--- src/rtl/mux_scan_ctrl_pkg.sv ---
// Shared types and sizes for the mux scan sequencer.
package mux_scan_pkg;

   localparam int CHAN_N   = 4;
   localparam int SEL_W    = 2;
   localparam int SETTLE_W = 4;

   typedef enum logic [1:0] {
      IDLE   = 2'd0,
      SETTLE = 2'd1,
      HOLD   = 2'd2
   } scan_state_e;

endpackage

--- src/rtl/mux_scan_ctrl_if.sv ---
// Scan control, mux feedback and snapshot handshake bundle.
interface mux_scan_ctrl_if #(
   parameter int CNT_W = 8
);
   import mux_scan_pkg::*;

   logic              start;
   logic              abort;
   logic              cont;
   logic [CHAN_N-1:0] chan_mask;
   logic              y_in;
   logic [SEL_W-1:0]  s;
   logic              busy;
   logic [CHAN_N-1:0] snap;
   logic              snap_valid;
   logic              snap_ready;
   logic [CNT_W-1:0]  scan_count;

   modport master (
      input  start, abort, cont, chan_mask, y_in, snap_ready,
      output s, busy, snap, snap_valid, scan_count
   );

   modport slave (
      output start, abort, cont, chan_mask, y_in, snap_ready,
      input  s, busy, snap, snap_valid, scan_count
   );

endinterface

--- src/rtl/mux_scan_ctrl_next_chan.sv ---
// Picks the next enabled mux channel: lowest enabled, or lowest enabled above cur.
module mux_next_chan
   import mux_scan_pkg::*;
(
   input  logic [CHAN_N-1:0] mask,
   input  logic [SEL_W-1:0]  cur,
   input  logic              first,
   output logic [SEL_W-1:0]  nxt,
   output logic              found
);

   // Descending walk so the lowest qualifying channel is the last one written.
   always_comb begin
      nxt   = '0;
      found = 1'b0;
      for (int i = CHAN_N - 1; i >= 0; i--) begin
         if (mask[i] && (first || (SEL_W'(i) > cur))) begin
            nxt   = SEL_W'(i);
            found = 1'b1;
         end
      end
   end

endmodule

--- src/rtl/mux_scan_ctrl.sv ---
// Mux scan sequencer: steps s over enabled channels, samples y_in after a
// settle time and hands the 4-bit snapshot downstream on valid/ready.
//
// state  | meaning
// IDLE   | no scan; waits for start
// SETTLE | s driven, settle counter running toward sample point
// HOLD   | snapshot presented, waiting for snap_ready
module mux_scan_ctrl
   import mux_scan_pkg::*;
#(
   parameter int SETTLE_CYCLES = 2,
   parameter int CNT_W         = 8
) (
   input  logic            clk,
   input  logic            rst_n,
   mux_scan_ctrl_if.master bus
);

   localparam logic [SETTLE_W-1:0] SETTLE_RELOAD = SETTLE_W'(SETTLE_CYCLES - 1);

   scan_state_e       state_q, state_d;
   logic [SEL_W-1:0]  s_q, s_d;
   logic [SETTLE_W-1:0] cnt_q, cnt_d;
   logic [CHAN_N-1:0] mask_q, mask_d;
   logic [CHAN_N-1:0] shadow_q, shadow_d;
   logic [CHAN_N-1:0] snap_q, snap_d;
   logic [CNT_W-1:0]  count_q, count_d;

   logic              nc_first;
   logic [CHAN_N-1:0] nc_mask;
   logic [SEL_W-1:0]  nc_nxt;
   logic              nc_found;
   logic [CHAN_N-1:0] merged;
   logic              launch;

   // Outside SETTLE the search always looks for the first channel of a new scan.
   assign nc_first = (state_q != SETTLE);
   assign nc_mask  = nc_first ? bus.chan_mask : mask_q;

   mux_next_chan u_next_chan (
      .mask  (nc_mask),
      .cur   (s_q),
      .first (nc_first),
      .nxt   (nc_nxt),
      .found (nc_found)
   );

   always_comb begin
      state_d  = state_q;
      s_d      = s_q;
      cnt_d    = cnt_q;
      mask_d   = mask_q;
      shadow_d = shadow_q;
      snap_d   = snap_q;
      count_d  = count_q;
      launch   = 1'b0;
      merged   = shadow_q;
      merged[s_q] = bus.y_in;

      case (state_q)
         IDLE: begin
            if (bus.start) launch = 1'b1;
         end
         SETTLE: begin
            if (cnt_q != '0) begin
               cnt_d = cnt_q - SETTLE_W'(1);
            end else begin
               shadow_d = merged;
               if (nc_found) begin
                  s_d   = nc_nxt;
                  cnt_d = SETTLE_RELOAD;
               end else begin
                  snap_d  = merged;
                  state_d = HOLD;
               end
            end
         end
         HOLD: begin
            if (bus.snap_ready) begin
               count_d = count_q + CNT_W'(1);
               if (bus.cont) launch = 1'b1;
               else          state_d = IDLE;
            end
         end
         default: state_d = IDLE;
      endcase

      if (launch) begin
         mask_d   = bus.chan_mask;
         shadow_d = '0;
         if (nc_found) begin
            s_d     = nc_nxt;
            cnt_d   = SETTLE_RELOAD;
            state_d = SETTLE;
         end else begin
            snap_d  = '0;
            state_d = HOLD;
         end
      end

      // Abort overrides everything else decided on this edge.
      if (bus.abort) begin
         state_d  = IDLE;
         s_d      = s_q;
         cnt_d    = cnt_q;
         mask_d   = mask_q;
         shadow_d = shadow_q;
         snap_d   = snap_q;
         count_d  = count_q;
      end
   end

   always_ff @(posedge clk or negedge rst_n) begin
      if (!rst_n) begin
         state_q  <= IDLE;
         s_q      <= '0;
         cnt_q    <= '0;
         mask_q   <= '0;
         shadow_q <= '0;
         snap_q   <= '0;
         count_q  <= '0;
      end else begin
         state_q  <= state_d;
         s_q      <= s_d;
         cnt_q    <= cnt_d;
         mask_q   <= mask_d;
         shadow_q <= shadow_d;
         snap_q   <= snap_d;
         count_q  <= count_d;
      end
   end

   assign bus.s          = s_q;
   assign bus.busy       = (state_q != IDLE);
   assign bus.snap_valid = (state_q == HOLD);
   assign bus.snap       = snap_q;
   assign bus.scan_count = count_q;

endmodule

--- src/flat_wrapper.sv ---
// flat-port wrapper written by rule: the top's interface ports become plain ports
module mux_scan_ctrl_flat import mux_scan_pkg::*;
#(
   parameter int SETTLE_CYCLES = 2,
   parameter int CNT_W         = 8
)
  (clk, rst_n, bus_start, bus_abort, bus_cont, bus_chan_mask, bus_y_in, bus_snap_ready, bus_s, bus_busy, bus_snap, bus_snap_valid, bus_scan_count);
  mux_scan_ctrl_if #(.CNT_W(CNT_W)) bus_i ();
  input  logic clk;
  input  logic rst_n;
  input wire logic [$bits(bus_i.start)-1:0] bus_start;
  input wire logic [$bits(bus_i.abort)-1:0] bus_abort;
  input wire logic [$bits(bus_i.cont)-1:0] bus_cont;
  input wire logic [$bits(bus_i.chan_mask)-1:0] bus_chan_mask;
  input wire logic [$bits(bus_i.y_in)-1:0] bus_y_in;
  input wire logic [$bits(bus_i.snap_ready)-1:0] bus_snap_ready;
  output wire logic [$bits(bus_i.s)-1:0] bus_s;
  output wire logic [$bits(bus_i.busy)-1:0] bus_busy;
  output wire logic [$bits(bus_i.snap)-1:0] bus_snap;
  output wire logic [$bits(bus_i.snap_valid)-1:0] bus_snap_valid;
  output wire logic [$bits(bus_i.scan_count)-1:0] bus_scan_count;
  assign bus_i.start = bus_start;
  assign bus_i.abort = bus_abort;
  assign bus_i.cont = bus_cont;
  assign bus_i.chan_mask = bus_chan_mask;
  assign bus_i.y_in = bus_y_in;
  assign bus_i.snap_ready = bus_snap_ready;
  assign bus_s = bus_i.s;
  assign bus_busy = bus_i.busy;
  assign bus_snap = bus_i.snap;
  assign bus_snap_valid = bus_i.snap_valid;
  assign bus_scan_count = bus_i.scan_count;
  mux_scan_ctrl #(.SETTLE_CYCLES(SETTLE_CYCLES), .CNT_W(CNT_W)) u_core (.clk(clk), .rst_n(rst_n), .bus(bus_i));
endmodule
--- config.mk ---
export PLATFORM = sky130hd
export DESIGN_NAME = mux_scan_ctrl_flat
export DESIGN_NICKNAME = d
export VERILOG_FILES = /design/src/rtl/mux_scan_ctrl_pkg.sv /design/src/rtl/mux_scan_ctrl_if.sv /design/src/rtl/mux_scan_ctrl_next_chan.sv /design/src/rtl/mux_scan_ctrl.sv /design/src/flat_wrapper.sv
export SDC_FILE = /design/constraint.sdc
export NUM_CORES = 1
export LEC_CHECK = 0
export ABC_AREA = 1
export BUFFER_PORTS_ARGS = -buffer_cell sky130_fd_sc_hd__buf_2
export CAP_MARGIN = 20
export CORE_MARGIN = 2
export CORE_UTILIZATION = 50
export DETAILED_ROUTE_END_ITERATION = 8
export PLACE_DENSITY = 0.87
export REMOVE_ABC_BUFFERS = 1
export SETUP_SLACK_MARGIN = 0.2
export SYNTH_ARGS = -nofsm -noshare
export SYNTH_HDL_FRONTEND = slang
export SYNTH_SLANG_ARGS = --single-unit
--- constraint.sdc ---
create_clock -name clk -period 1.55 [get_ports clk]
set_input_delay 0.0775 -clock clk [delete_from_list [all_inputs] [get_ports clk]]
set_output_delay 0.0775 -clock clk [all_outputs]
set_load 0.05 [all_outputs]
==> run summary <==
Worst hold path
• bus_abort — startpoint of the lowest-slack hold path
• u_core.bus.snap[2]$_DFFE_PN0N_ — sink of the worst hold path
• primary input to flip-flop — Hold WC Path Type
• 3 — worst hold path cell count

Clock network
• sky130_fd_sc_hd__clkbuf_4 — Root Driver
• done — CTS tree
• 160 ps — post-CTS clock slew at the launch and capture registers of the worst setup and hold paths
• 27 — # clock sinks
• 3 — TritonCTS Buffers
• 2 — number of buffers on the longest clock path
• 350 ps — clk_lat worst skew
• 1 — H-tree depth

Logic synthesis
• 42.22% — register area share after synthesis
• 214 — Post-Syn Instances
• 0 — warning count from the yosys run
• sky130_fd_sc_hd__dfrtp_1 (42%), sky130_fd_sc_hd__nand2_1 (11%), sky130_fd_sc_hd__inv_1 (8.0%) — top area cells in the synthesized netlist
• 27 — count of different cell masters after synthesis
• 7.478 um^2 — post-synthesis area per instance
• 0.001600 mm^2 — post-synthesis instance area
• 27 — number of register bits inferred by synthesis
• 42.22% — fraction of post-synthesis cell area in the top cell type by area
• sky130_fd_sc_hd__dfrtp_1 — library cell with the largest summed area after synthesis

Floorplanning
• 0.003053 mm^2 — Floorplan Core Area
• 52.42% — initial core utilization
• 20 — Rows
• 60.58 um — die width
• 27 — I/O pins
• 60.58 um — vertical die dimension
• 0.003669 mm^2 — Die ar.

STA
• 7 — final setup violation count
• 1.250 ps — largest clock skew in the final design
• -41.22 ps — crit path setup slack, layout
• -104.4 ps — Setup Total Neg Slack
• 0 — Max Transition Viols Final
• 628.4 MHz — fmax
• 610.4 ps — Worst Max-Slew Pin Slew
• 1591 ps — min Tclk post-route
• 59.30% — max_slew headroom
• true — setup repair after global routing missed its margin
• 102.7% — final clock period utilization by the worst path
• 16.77 ps — hold slack
• 0 — final hold violations

Global routing
• 24.87% — total track usage
• 0 — number of antenna violations at the first check in global routing
• 6.858 mm — first-pass GRT wire length
• 28 — pin count of the biggest net entering global routing
• 0 — grt total ovfl
• 1511 — via count of the first global-routing pass

Drt
• 4.577 mm — Final Routed Wirelength
• 0 — remaining number of nets flagged by the antenna check after routing
• 0 — DRC viols
• 1657 — vias
• 14.17 um — routed length per placed instance
• 5.130 — via-per-instance ratio
• 4 — detailed-router iteration count before antenna repair
• 87 — detailed router's first-iteration violation count

Final layout
• 76.84% — fraction of the core area covered by cells at the end of the flow
• 323 — number of standard cells in the layout, taps in and fillers out
• 0 — Inserted Diodes
• 293 — final-stage net count
• 46.60% — Area growth, synth to finish
• 46.59% — proportion of layout cells with a drive suffix above 1
• 206 — fill cell total of the finished layout

Power and ir drop
• 25.5% — relative contribution of sequential cells to total power
• 66.6% — part of the power in combinational logic
• 50.45% — switching share of power
• 8.0% — Clk pwr share
• 1.179 nW — cell leakage power
• 0.002173 W — net switching component of the power
• 1836 mW/mm^2 — power density over the cells
• 1.204 mV — peak ir drop on the vdd network
• 0.002134 W — Internal

Setup path
• 1840 ps — required arrival time at the worst endpoint
• flip-flop — startpoint kind of the worst setup timing path
• 10 — worst reg-to-reg path cell count
• 3 — CP Max Fanout
• flip-flop to flip-flop — Critical Setup Path Class
• flip-flop — crit path capture type
• u_core.cnt_q[0]$_DFFE_PN0N_ — r2r startpoint
• 1880 ps — Worst EP arrival
• u_core.bus.s[0]$_DFFE_PN0N_ — capture point of the worst reg-to-reg path
• -40 ps — R2R Setup Slk

Place
• 0.8446 — routability-driven placement congestion ratio
• 290 — post-placement cell count
• -46.06 ps — Post-Place Worst Slack
• 2.560 mm — Final HPWL DP
• 26 — # port buffers

Job
• 0 — # Max-Cap Violations

Outcome
• setup timing — violated checks
• finished, violations left — outcome

==> cell type report <==
type / count / area (um^2) / area share [%]
clock buffers: 3 / 22.52 / 0.9600
clock inverters: 1 / 7.507 / 0.3200
inverters: 40 / 152.6 / 6.507
multi-input cells: 144 / 954.7 / 40.69
flip-flops and latches: 27 / 676.9 / 28.85
well taps: 44 / 55.05 / 2.347
repair buffers: 64 / 476.7 / 20.32
==> repair_timing <==
action | CTS | global route
endpoints found under the hold margin | 30 | 0
setup endpoints to repair | 25 | 26
pin swaps | 14 | 13
hold buffers | 4 | 0
buffers inserted | 15 | 10
resized for setup | 38 | 34
==> power by group through the flow <==
stage | clock, W | sequential [W] | combinational, W
5_1_grt | 0.000369 | 0.00112 | 0.00306
4_1_cts | 0.000345 | 0.00108 | 0.00233
6_report | 0.000343 | 0.00110 | 0.00287
3_3_place_gp | 0 | 0.00107 | 0.00188
3_5_place_dp | 0 | 0.00109 | 0.00190
2_1_floorplan | 0 | 0.00137 | 0.00108
==> sequential cells by signal (all words and copies together), names as in the netlist <==
register and count:
u_core.bus.scan_count 8, u_core.state_q 2, u_core.cnt_q 4, u_core.mask_q 3, u_core.shadow_q 4, u_core.bus.s 2, u_core.bus.snap 4
==> synthesized netlist by cell type <==
cell	instances
sky130_fd_sc_hd__mux2_2	1
sky130_fd_sc_hd__a21oi_2	3
sky130_fd_sc_hd__nand3_2	2
sky130_fd_sc_hd__nor2_2	4
sky130_fd_sc_hd__mux2_1	2
sky130_fd_sc_hd__nor2_4	2
sky130_fd_sc_hd__inv_1	34
sky130_fd_sc_hd__nand3_1	19
sky130_fd_sc_hd__ha_1	2
sky130_fd_sc_hd__nor3_2	1
sky130_fd_sc_hd__buf_6	1
sky130_fd_sc_hd__o21ai_1	5
sky130_fd_sc_hd__clkbuf_1	2
sky130_fd_sc_hd__nor2_1	22
sky130_fd_sc_hd__a21oi_1	6
sky130_fd_sc_hd__inv_2	6
sky130_fd_sc_hd__xnor2_1	1
sky130_fd_sc_hd__nand2_2	2
sky130_fd_sc_hd__nand2_1	49
sky130_fd_sc_hd__dfrtp_1	27
sky130_fd_sc_hd__nand4_1	1
sky130_fd_sc_hd__xor2_1	6
sky130_fd_sc_hd__nor4_1	1
sky130_fd_sc_hd__a31oi_1	2
sky130_fd_sc_hd__o22ai_1	6
sky130_fd_sc_hd__o21ai_0	5
sky130_fd_sc_hd__nand3b_1	2
==> critical path, stage by stage, from the launching register on <==
cell and delay, ps:
sky130_fd_sc_hd__dfrtp_1 420, sky130_fd_sc_hd__inv_2 90, sky130_fd_sc_hd__ha_4 150, sky130_fd_sc_hd__inv_4 40
sky130_fd_sc_hd__nor2_4 140, sky130_fd_sc_hd__nand2_4 90, sky130_fd_sc_hd__nor2_4 130, sky130_fd_sc_hd__o21ai_2 80
sky130_fd_sc_hd__nor2_2 190, sky130_fd_sc_hd__nand3b_1 110, sky130_fd_sc_hd__o21ai_2 80
==> cell families after synthesis <==
group,synth area share (%)
AND/OR/NAND/NOR,29.95
multiplexers,2.111
XOR/XNOR,3.831
AO/OA/AOI/OAI,9.773
flip-flops,42.22
buffers and inverters,10.55
adder cells (fa/ha/maj),1.563
==> through the flow <==
step                total power, W  instance area (um^2)
floorplan                 0.002445                  1582
global placement          0.002950                  1834
detailed placement        0.002984                  1834
CTS                       0.003753                  2155
global route              0.004553                  2346
finish                    0.004307                  2346
==> worst max-delay path by stage <==
| stage | from | endpoint | slack [ps] | depth (start not counted) |
|---|---|---|---|---|
| 2_1_floorplan | u_core.state_q[0]$_DFFE_PN0P_ | u_core.bus.scan_count[7]$_DFFE_PN0P_ | -340 | 7 |
| 3_3_place_gp | u_core.cnt_q[0]$_DFFE_PN0N_ | u_core.bus.s[0]$_DFFE_PN0N_ | 5 | 10 |
| 3_5_place_dp | u_core.cnt_q[0]$_DFFE_PN0N_ | u_core.bus.s[0]$_DFFE_PN0N_ | -50 | 10 |
| 4_1_cts | u_core.state_q[1]$_DFFE_PN0P_ | u_core.bus.snap[1]$_DFFE_PN0N_ | 20 | 11 |
| 5_1_grt | u_core.cnt_q[1]$_DFFE_PN0N_ | u_core.bus.s[0]$_DFFE_PN0N_ | -120 | 10 |
| 6_report | u_core.cnt_q[0]$_DFFE_PN0N_ | u_core.bus.s[0]$_DFFE_PN0N_ | -40 | 10 |
==> metal layers <==
| metal | routed length [um] | part of all wire (%) | global-route usage, % |
|---|---|---|---|
| met5 | 0 | 0 | 0 |
| met4 | 97 | 2.1 | 9.006 |
| met3 | 136 | 3.0 | 2.559 |
| met2 | 2515 | 55 | 45.01 |
| met1 | 1828 | 40 | 30.51 |
==> layout by cell type, fill, tap and decap left out, types with 2 or more instances in the layout <==
cell type,netlist,layout
sky130_fd_sc_hd__inv_1,34,28
sky130_fd_sc_hd__o22ai_2,0,4
sky130_fd_sc_hd__dlygate4sd3_1,0,4
sky130_fd_sc_hd__clkbuf_4,0,3
sky130_fd_sc_hd__o21ai_1,5,4
sky130_fd_sc_hd__nor2_1,22,12
sky130_fd_sc_hd__nor2_2,4,8
sky130_fd_sc_hd__nand2_4,0,4
sky130_fd_sc_hd__o21ai_0,5,3
sky130_fd_sc_hd__xor2_1,6,6
sky130_fd_sc_hd__nand3_2,2,7
sky130_fd_sc_hd__nand2_1,49,37
sky130_fd_sc_hd__nand3b_1,2,2
sky130_fd_sc_hd__a21oi_1,6,4
sky130_fd_sc_hd__nand2_2,2,10
sky130_fd_sc_hd__nand3_1,19,13
sky130_fd_sc_hd__inv_2,6,11
sky130_fd_sc_hd__nor2_4,2,8
sky130_fd_sc_hd__dfrtp_1,27,26
sky130_fd_sc_hd__mux2_1,2,2
sky130_fd_sc_hd__buf_2,0,24
sky130_fd_sc_hd__a31oi_1,2,2
sky130_fd_sc_hd__buf_4,0,26
sky130_fd_sc_hd__buf_6,1,9
sky130_fd_sc_hd__o21ai_2,0,3
sky130_fd_sc_hd__a21oi_2,3,5
sky130_fd_sc_hd__o22ai_1,6,2
No activity file was read; power rests on OpenSTA's default activity.
